**config.mk**
```make
export PLATFORM = sky130hd
export DESIGN_NAME = shift_add_multiplier64
export DESIGN_NICKNAME = d
export VERILOG_FILES = /design/src/rtl/mult_pkg.sv /design/src/rtl/fullAdder64.sv /design/src/rtl/shift_add_multiplier64.sv
export SDC_FILE = /design/constraint.sdc
export NUM_CORES = 1
export LEC_CHECK = 0
export CORE_AREA = 2 2 181 138
export CTS_CLUSTER_DIAMETER = 150
export DETAILED_ROUTE_END_ITERATION = 10
export DIE_AREA = 0 0 183 140
export GPL_ROUTABILITY_DRIVEN = 0
export HOLD_SLACK_MARGIN = 0.03
export PLACE_DENSITY = 0.81
export SLEW_MARGIN = 10
export SYNTH_ARGS = -nofsm -noshare
export SYNTH_HDL_FRONTEND = slang
export SYNTH_SLANG_ARGS = --single-unit
```
**constraint.sdc**
```tcl
create_clock -name clk -period 24.7 [get_ports clk]
set_input_delay 6.175 -clock clk [delete_from_list [all_inputs] [get_ports clk]]
set_output_delay 6.175 -clock clk [all_outputs]
set_load 0.01 [all_outputs]
```
**src/rtl/mult_pkg.sv**
```systemverilog
// Shared types and sizes for the shift-and-add multiplier.
package mult_pkg;

    typedef enum logic [1:0] {IDLE, RUN, DONE} mult_state_t;

    localparam int unsigned MULT_WIDTH = 64;
    localparam int unsigned MULT_CNT_W = 6;

endpackage

```
**src/rtl/fullAdder64.sv**
```systemverilog
// 64-bit ripple-carry adder shared with the execute-stage datapath.
module fullAdder64 (
    input  logic [63:0] a,
    input  logic [63:0] b,
    input  logic        cin,
    output logic [63:0] sum,
    output logic        cout
);

    logic carry;

    // Bit-serial carry ripple, LSB first.
    always_comb begin
        carry = cin;
        sum   = '0;
        for (int i = 0; i < 64; i++) begin
            sum[i] = a[i] ^ b[i] ^ carry;
            carry  = (a[i] & b[i]) | (carry & (a[i] ^ b[i]));
        end
        cout = carry;
    end

endmodule

```
**src/rtl/shift_add_multiplier64.sv**
```systemverilog
// Unsigned 64x64->128 multiplier, one shift-and-add step per clock, fixed 64-cycle latency.
module shift_add_multiplier64
    import mult_pkg::*;
#(
    parameter int unsigned WIDTH = MULT_WIDTH,
    parameter int unsigned CNT_W = MULT_CNT_W
) (
    input  logic             clk,
    input  logic             reset,
    input  logic             start,
    input  logic [WIDTH-1:0] a,
    input  logic [WIDTH-1:0] b,
    output logic             busy,
    output logic             done,
    output logic [WIDTH-1:0] result_lo,
    output logic [WIDTH-1:0] result_hi
);

    localparam logic [CNT_W-1:0] LAST_CNT = CNT_W'(WIDTH - 1);

    mult_state_t      state, state_next;
    logic             accept;
    logic [WIDTH-1:0] m;
    logic [WIDTH-1:0] p_hi, p_lo;
    logic [WIDTH-1:0] p_hi_next, p_lo_next;
    logic [CNT_W-1:0] cnt;
    logic [WIDTH-1:0] sum;
    logic             cout;

    fullAdder64 u_adder (
        .a    (p_hi),
        .b    (m),
        .cin  (1'b0),
        .sum  (sum),
        .cout (cout)
    );

    // Shift mux: add-then-shift when the current multiplier bit is set, else plain shift.
    always_comb begin
        p_hi_next = {1'b0, p_hi[WIDTH-1:1]};
        p_lo_next = {p_hi[0], p_lo[WIDTH-1:1]};
        if (p_lo[0]) begin
            p_hi_next = {cout, sum[WIDTH-1:1]};
            p_lo_next = {sum[0], p_lo[WIDTH-1:1]};
        end
    end

    // Next-state logic; start is only honoured outside RUN.
    always_comb begin
        state_next = state;
        accept     = 1'b0;
        case (state)
            IDLE: begin
                if (start) begin
                    accept     = 1'b1;
                    state_next = RUN;
                end
            end
            RUN: begin
                if (cnt == LAST_CNT) begin
                    state_next = DONE;
                end
            end
            DONE: begin
                if (start) begin
                    accept     = 1'b1;
                    state_next = RUN;
                end else begin
                    state_next = IDLE;
                end
            end
            default: state_next = IDLE;
        endcase
    end

    // State, counter and product registers; busy/done are registered decodes of the next state.
    always_ff @(posedge clk or posedge reset) begin
        if (reset) begin
            state <= IDLE;
            busy  <= 1'b0;
            done  <= 1'b0;
            m     <= '0;
            p_hi  <= '0;
            p_lo  <= '0;
            cnt   <= '0;
        end else begin
            state <= state_next;
            busy  <= (state_next == RUN);
            done  <= (state_next == DONE);
            if (accept) begin
                m    <= a;
                p_hi <= '0;
                p_lo <= b;
                cnt  <= '0;
            end else if (state == RUN) begin
                p_hi <= p_hi_next;
                p_lo <= p_lo_next;
                cnt  <= CNT_W'(cnt + 1'b1);
            end
        end
    end

    assign result_hi = p_hi;
    assign result_lo = p_lo;

endmodule

```
==> impl_metrics.yaml <==
status:
  status: "complete, no violations"
setup_path:
  cp-end-kind: "flop"
  crit_type: "flop to flop"
  reg2reg_setup_slack_ns: 0.55
  crit_slowest_cell: "fa_1"
  r2r_start: "m[0]$_DFFE_PP0P_"
  max_stage_delay_ns: 0.43
  cp_num_cells: 68
  r2r_cells: 68
  critPathMaxFanout: 2
  path_buf_inv: 2
  crit_top_cell: "fa_2"
  crit_start: "m[0]$_DFFE_PP0P_"
  worstPathArrival_ns: 24.50
  reg2reg_to: "result_hi[62]$_DFFE_PP0P_"
  cp.required_ns: 25.05
  worstSetupStartpointType: "flop"
  crit_family: "adder cells"
  cp-endpoint: "result_hi[62]$_DFFE_PP0P_"
global_route:
  track_usage_pct: 20.2
  grt_overflow_total: 0
  grt_max_degree: 129
  antenna_found_initial: 3
  grt_pass1_vias: 7769
  grt_pass1_wl_um: 42200
logic_synthesis:
  netlist_top_cells_area: "dfrtp_1 (51%), fa_1 (13%), nand2_1 (9.7%)"
  ys_ff_latch: 202
  avgSynthCellArea_sq_um: 11.3
  syn_area_sq_um: 9870
  synthCells: 876
  synth_top_area_share_pct: 51.2
  yosysWarnings: 0
  synth_most_common_cell: "nand2_1"
  yosys.area.top_type: "dfrtp_1"
  synth_ff_type: "dfrtp_1"
  synth-edff-count: 0
  netlist_top_cells_count: "nand2_1 (256), dfrtp_1 (202), mux2i_1 (66), nand3_1 (66)"
  syn_nets: 1072
  yosysUniqueCellTypes: 30
  async_flop_share_pct: 100
  ys_seq_area_share_pct: 51.2
sta:
  fin_crit_ns: 24.15
  post-route-period-util_pct: 97.8
  slew_viol_final: 0
  rsz0062_at_grt: "false"
  max_freq_ghz: 0.0414
  slew-limit-headroom_pct: 24.8
  hold_slack_ns: 0.469
  tightest_slew_ns: 1.13
  hold_violations: 0
  fin_worst_skew_ns: 0.0132
  setup_ws_ns: 0.551
  setup_viol: 0
placed_design:
  place_hpwl_um: 17000
  post-place-cells: 1386
  dpl_worst_slack_ns: -1.08
  io_buffers: 260
worst_hold_path:
  min_path_type: "flop to flop"
  holdPathStages: 1
power_and_ir_drop:
  total_power_w: 0.00190
  power_density_nw_per_um2: 141
  ir_drop_mv: 0.0652
  static-leakage-power_nw: 5.99
clocking:
  cts_tree: "built"
  ctsHoldBuffers: 0
  htree_levels: 1
  clock_latency_ns: 0.50
  clk_path_buf_depth: 3
  cts_root_buf: "clkbuf_16"
  clkSinkCount: 202
  numCtsBuffers: 22
  clkTransAtPathRegs_ns: 0.06
final_layout:
  area_growth_pct: 36.1
  nNetsFinal: 1300
  finalNonFillerCells: 1428
  drive_above_1_share_pct: 8.31
routing:
  first_iter_violations: 522
  drc: 0
  dr_total_vias: 7542
  wire_per_inst_um: 18.1
  drt_wl_total_um: 25900
  dr.pass1.iters: 5
  via_per_inst: 5.28
  ant_nets: 0
floorplanning:
  die_w_um: 183
  io_pins: 261
  die_y_um: 140
  rows: 49
  dieArea_sq_um: 25600
  core_sq_um: 23800
  start_util_pct: 41.5
job:
  drv_cap: 0
[report_power, final]
| part | switching [W] | leakage, nW | internal [W] |
|---|---|---|---|
| sequential | 0.000181 | 2.47 | 0.000500 |
| combinational | 0.000406 | 3.16 | 0.000483 |
| clock | 0.000134 | 0.363 | 0.000196 |
[per-stage QoR]
stage          cell area (sq um)  utilization [%]  setup TNS [ns]
5_1_grt                    13400             56.5               0
3_3_place_gp               12600             53.0           -2.01
2_1_floorplan               9880                -               0
4_1_cts                    13400             56.3               0
6_report                   13400             56.5               0
3_5_place_dp               12600             53.0           -3.37
[layer usage]
metal  wire, um  share of wire, %  vias up  GRT usage, %
met5          0                 0        -             0
met4        600               2.3        0          5.35
met3       1690               6.5       41          4.16
met2      12000                46      235          31.3
met1      11600                45     3789          29.2
li1           -                 -     3477             -
[cells by family (layout without fill, tap and decap cells)]
family / after synthesis / after routing / share of synthesized area (%)
other: 0 / 3 / 0
DFF: 202 / 202 / 51.2
muxes: 67 / 67 / 6.81
buffers and inverters: 72 / 315 / 3.99
adders and majority gates: 65 / 65 / 13.0
AOI/OAI and AO/OA: 135 / 135 / 11.1
xor gates and xnor gates: 1 / 1 / 0.0887
and+or+nand+nor: 334 / 334 / 13.8
[state kept, by name, indices dropped and copies added, names as in the netlist]
register,count
m,64
result_hi,64
result_lo,64
cnt,6
state,2
busy,1
done,1
[worst min-delay path by stage]
stage | from | to | slack (ns)
6_report | cnt[4]$_DFFE_PP0P_ | cnt[4]$_DFFE_PP0P_ | 0.47
5_1_grt | cnt[4]$_DFFE_PP0P_ | cnt[4]$_DFFE_PP0P_ | 0.49
4_1_cts | cnt[4]$_DFFE_PP0P_ | cnt[4]$_DFFE_PP0P_ | 0.47
3_5_place_dp | cnt[4]$_DFFE_PP0P_ | cnt[4]$_DFFE_PP0P_ | 0.46
3_3_place_gp | cnt[4]$_DFFE_PP0P_ | cnt[4]$_DFFE_PP0P_ | 0.46
2_1_floorplan | cnt[4]$_DFFE_PP0P_ | cnt[4]$_DFFE_PP0P_ | 0.44
[timing repair]
action	4_1_cts	5_1_grt
setup endpoints to repair	5	3
setup buffers	0	0
pin swaps	0	1
gates resized for setup	24	12
endpoints found under the hold margin	0	0
[cell type report]
cell class | instances | area, sq um
Fill cell | 1974 | 10400
Inverter | 5 | 26.3
Tap cell | 306 | 383
Sequential cell | 202 | 5060
Antenna cell | 3 | 7.51
Timing Repair Buffer | 271 | 2690
Clock inverter | 6 | 66.3
Clock buffer | 33 | 662
Multi-Input combinational cell | 602 | 4540
[layout by cell type, fill, tap and decap left out, drive strengths merged, types with 3 or more instances in the layout]
| cell type | Yosys | routed |
|---|---|---|
| nand2 | 256 | 256 |
| dfrtp | 202 | 202 |
| clkbuf | 9 | 33 |
| diode | 0 | 3 |
| inv | 5 | 5 |
| a22o | 3 | 3 |
| clkinv | 0 | 5 |
| o2bb2ai | 62 | 62 |
| mux2i | 66 | 66 |
| clkdlybuf4s50 | 0 | 260 |
| nor2 | 5 | 5 |
| nand3 | 66 | 66 |
| a22oi | 63 | 63 |
| fa | 63 | 63 |
| buf | 58 | 11 |
Power figures use the tool's default switching activity.
==> edit 1 (same flow settings) <==
Set the package constant `MULT_CNT_W` to 12 (it was 6).
--- a/src/rtl/mult_pkg.sv
+++ b/src/rtl/mult_pkg.sv
@@ -4,7 +4,7 @@
     typedef enum logic [1:0] {IDLE, RUN, DONE} mult_state_t;
 
     localparam int unsigned MULT_WIDTH = 64;
-    localparam int unsigned MULT_CNT_W = 6;
+    localparam int unsigned MULT_CNT_W = 12;
 
 endpackage
 
Behaviour: no difference found for any inputs over 4 cycles, from zero or initial values and one cycle with reset high; that may be too few to reach the edited logic, so the function may still have changed.
==> edit 1 against the unedited design <==
- routed wire length rose by 1.9%
- core utilization rose by 1.4 points
- power rose by 5.0%
- sequential cell count rose by 6
- synthesized area rose by 2.3%
- final cell count rose by 2.0%
- design area rose by 2.5%
- clock power rose by 5%
- worst setup slack improved by 160 ps
- critical path type unchanged
- highest routed layer unchanged
==> edit 1: results (changes against the unedited design) <==
metric,value,unit,change
grt_pass1_vias,8098,,+4.2%
antennaDiodeCount,0,,-3
cts_buffers,22,,unchanged
post-place-ws,-842.3,ps,+237.4 ps
dr.pass1.iters,6,,+1
num-fill-cells,1961,,-0.66%
ir_worst_vdd,0.00007989,V,+23%
grt_max_degree,147,,+14%
tightest_slew,1137,ps,+8.350 ps
synthArstFlopShare,100.0,%,unchanged
place.port_buffers,260,,unchanged
cp.arrival,24350,ps,-150 ps
synth_common_cells,"nand2_1, dfrtp_1, nand3_1, mux2i_1",,
hold_depth,2,,+1
r2r-start,m[0],,
grt_pass1_wl,43290,microns,+2.6%
syn_nets,1107,,+3.3%
holdWs,505.9,ps,+36.98 ps
reg2regPathDepth,68,,unchanged
cts_htree_levels,1,,unchanged
synth_ff_type,dfrtp_1,,
p_int,1226,uW,+4.0%
p_leak,0.006017,uW,+0.37%
yosysWarnings,0,,unchanged
hold_start,m[40],,
skew,13.27,ps,+0.1052 ps
antenna_found_initial,0,,-3
nNetsFinal,1333,,+2.5%
worst-path-max-fanout,2,,unchanged
wl_per_cell,18.10,microns,-0.16%
yosys-top-cells-area,"dfrtp_1, fa_1, nand2_1",,
hpwl,17680,microns,+4.2%
setup-violations-final,0,,unchanged
status,completed,,
postCtsSetupBuffers,0,,unchanged
synth_cell_type_count,34,,+13%
cpPeakStageDelay,420,ps,
whs_endpoint,m[40],,
drive_above_1_share,7.993,%,-0.32 points
drt-initial-drc-count,443,,-15%
r2r_slack,710,ps,+160 ps
min-delay-path-class,reg2reg,,
cts_root_buffer,clkbuf_16,,
seq_area_frac_synth,51.56,%,+0.35 points
grt_usage,20.82,%,+0.60 points
vias,7831,,+3.8%
==> edit 1: layout make-up <==
class	count	area [sq um]	area share (%)
clock inverters	3	65.06	0.4726
multi-input cells	627	4716	34.25
inverters	8	37.54	0.2726
flip-flops and latches	208	5209	37.83
repair buffers	270	2678	19.45
clock buffers	35	680.7	4.944
well taps	306	382.9	2.781
==> edit 1: kinds of logic after synthesis <==
logic type,share of synthesized area [%]
mux,6.656
simple gates,14.37
compound gates,11.61
flops,51.56
fa+ha+maj,12.74
buf+inv,3.062
==> edit 1: through the flow <==
stage	util [%]	total power, uW	instance area, sq um	instances
global placement	54.37	1581	12930	1419
detailed placement	54.37	1636	12930	1419
global route	57.88	2160	13770	1457
CTS	57.72	2002	13730	1457
finish	57.88	1995	13770	1457
floorplan	-	1222	10100	911
==> edit 1: power groups by stage <==
stage / logic, uW / clock network, uW / registers (uW)
6_report: 949 / 344 / 702
5_1_grt: 1060 / 367 / 731
4_1_cts: 949 / 351 / 702
3_5_place_dp: 934 / 0 / 702
3_3_place_gp: 886 / 0 / 695
2_1_floorplan: 508 / 0 / 714
==> edit 1: how the worst max path moves through the flow <==
stage                                to  slack (ps)  depth (start not counted)
final                     result_hi[62]         710                         68
after CTS                 result_hi[62]           7                         68
after global routing      result_hi[62]          10                         68
after detailed placement  result_hi[62]        -840                         68
after floorplan           result_hi[62]          30                         68
after global placement    result_hi[62]        -600                         68
==> edit 1: what timing repair did <==
item,CTS,global route
endpoints found under the setup margin,5,3
resized for setup,21,15
hold endpoints to repair,0,0
hold buffers,0,0
pin swaps,1,0
==> edit 1: worst max-delay path, delay by kind of cell (launching register included) <==
family,cells,cell delay [ps]
DFF,1,400
muxes,1,150
adders and majority gates,64,23090
buffers and inverters,2,120
AOI/OAI and AO/OA,1,90
==> edit 1: routing by layer <==
| metal | track usage (%) | wire (microns) | up-vias |
|---|---|---|---|
| li1 | - | - | 3612 |
| met1 | 29.29 | 11870 | 3951 |
| met2 | 33.57 | 12390 | 234 |
| met3 | 4.836 | 1697 | 34 |
| met4 | 3.747 | 408 | 0 |
| met5 | 0 | 0 | - |
==> edit 2 (config.mk and constraints unchanged) <==
Made on the original files. The 3 states of `mult_state_t` get a one-hot encoding in 3 bits.
--- a/src/rtl/mult_pkg.sv
+++ b/src/rtl/mult_pkg.sv
@@ -1,7 +1,7 @@
 // Shared types and sizes for the shift-and-add multiplier.
 package mult_pkg;
 
-    typedef enum logic [1:0] {IDLE, RUN, DONE} mult_state_t;
+    typedef enum logic [2:0] {IDLE = 3'b001, RUN = 3'b010, DONE = 3'b100} mult_state_t;
 
     localparam int unsigned MULT_WIDTH = 64;
     localparam int unsigned MULT_CNT_W = 6;
Function: same outputs for any inputs over 4 cycles, from zero or initial values and one cycle with reset high; so few cycles prove little.
==> edit 2 against the unedited design <==
- hold slack gained 12 ps
- highest routed layer unchanged
- routed wire length shrank 6.6%
- power shrank 5.8%
- via count shrank 6.8%
- final cell count shrank 8.1%
- clock skew shrank 3.7 ps
- worst setup slack gained 100 ps
- core utilization grew 1.1 points
- sequential power shrank 6.8%
- sequential cell count grew 1
- critical path depth is the same
- design area grew 1.9%
- synthesized area grew 1.3%
==> edit 2: results (changes against the unedited design) <==
metric,value,unit,change
status,completed,,
r2r-start,result_hi[0],,
clk_path_buf_depth,3,,unchanged
seq-power,635,uW,-6.8%
p_int,1140,uW,-3.3%
reg2regPathDepth,68,,unchanged
drt-initial-drc-count,348,,-33%
cts_buffers,22,,unchanged
cp.arrival,24380,ps,-120 ps
hold_start,cnt[4],,
r2r_slack,650,ps,+100 ps
post-place-ws,-978.9,ps,+100.8 ps
drive_above_1_share,16.19,%,+7.9 points
synthArstFlopShare,100.0,%,unchanged
nNetsFinal,1187,,-8.7%
crit_family,adder cells,,
synth_cell_type_count,32,,+6.7%
antennaDiodeCount,0,,-3
num-fill-cells,1898,,-3.9%
routed_wl,24180,microns,-6.6%
antenna_found_initial,0,,-3
skew,9.446,ps,-3.722 ps
cts_root_buffer,clkbuf_16,,
postCtsSetupBuffers,0,,unchanged
grt_pass1_wl,39470,microns,-6.5%
clk_pin_slew,60,ps,about the same
tightest_slew,1137,ps,+8.934 ps
powerClk,339,uW,+3%
seq_area_frac_synth,50.79,%,-0.42 points
synth_common_cells,"dfrtp_1, a221o_1, mux2i_1, nor2_1",,
ir_worst_vdd,0.00006460,V,-0.90%
grt_usage,19.04,%,-1.2 points
cts_htree_levels,1,,unchanged
worst-path-max-fanout,2,,unchanged
p_total,1789,uW,-5.8%
ctsResizeCount,23,,-4.2%
yosysWarnings,0,,unchanged
hpwl,16050,microns,-5.5%
clock_latency,500,ps,about the same
dr.pass1.iters,4,,-1
place.port_buffers,260,,unchanged
p_leak,0.005593,uW,-6.7%
cp_slowest_cell,fa_1,,
grt_max_degree,138,,+7.0%
min-delay-path-class,reg2reg,,
timing.rr.end,result_hi[62],,
grt_pass1_vias,7385,,-4.9%
vias,7032,,-6.8%
cpPeakStageDelay,430,ps,about the same
yosys-top-cells-area,"dfrtp_1, fa_1, mux2_2",,
whs_endpoint,cnt[4],,
syn_nets,949,,-11%
hold_depth,1,,unchanged
[edit 2: changes by cell type in the layout (fill, tap and decap cells not counted), sizes merged, moves of 4 or more]
cell / change
nand2: -249
a221o: +63
a22oi: -63
and2: +63
a211oi: +62
mux2: +62
nand3: -62
o2bb2ai: -62
nor2: +60
a21oi: +6
o21ai: +5
clkbuf: -4
[edit 2: area by class of cell]
type / instances / area [sq um] / area share (%)
inverter: 6 / 30.03 / 0.2193
timing repair buffer: 272 / 2693 / 19.66
sequential: 203 / 5085 / 37.13
clock inverter: 11 / 113.9 / 0.8315
clock buffer: 29 / 638.1 / 4.660
tap: 306 / 382.9 / 2.796
multi-input combinational: 486 / 4751 / 34.69
[edit 2: stage by stage]
stage	instances	area [sq um]	hold slack, ps
floorplan	753	10020	439.4
global placement	1273	12840	453.6
detailed placement	1273	12840	467.6
CTS	1313	13650	479.5
global route	1313	13690	516.9
finish	1313	13690	480.6
[edit 2: worst max path at each step]
stage	start	to	slack [ps]
after global placement	result_hi[0]	result_hi[62]	-720
final	result_hi[0]	result_hi[62]	650
after floorplan	result_hi[0]	result_hi[62]	30
after detailed placement	result_hi[0]	result_hi[62]	-980
after CTS	m[0]	result_hi[62]	10
after global routing	m[0]	result_hi[62]	60
[edit 2: metal layers]
metal,global-route usage (%),vias to the layer above,share of wire [%]
met5,0,-,0
met4,4.042,0,1.9
li1,-,3216,-
met2,29.96,189,47
met3,5.174,36,6.8
met1,26.64,3591,45
[edit 2: kinds of logic after synthesis]
family,Yosys count,share of synthesized area [%]
flops,203,50.79
simple gates,149,7.617
compound gates,142,11.91
buf+inv,64,2.989
fa+ha+maj,65,12.86
mux,127,13.50
xor+xnor,3,0.3378
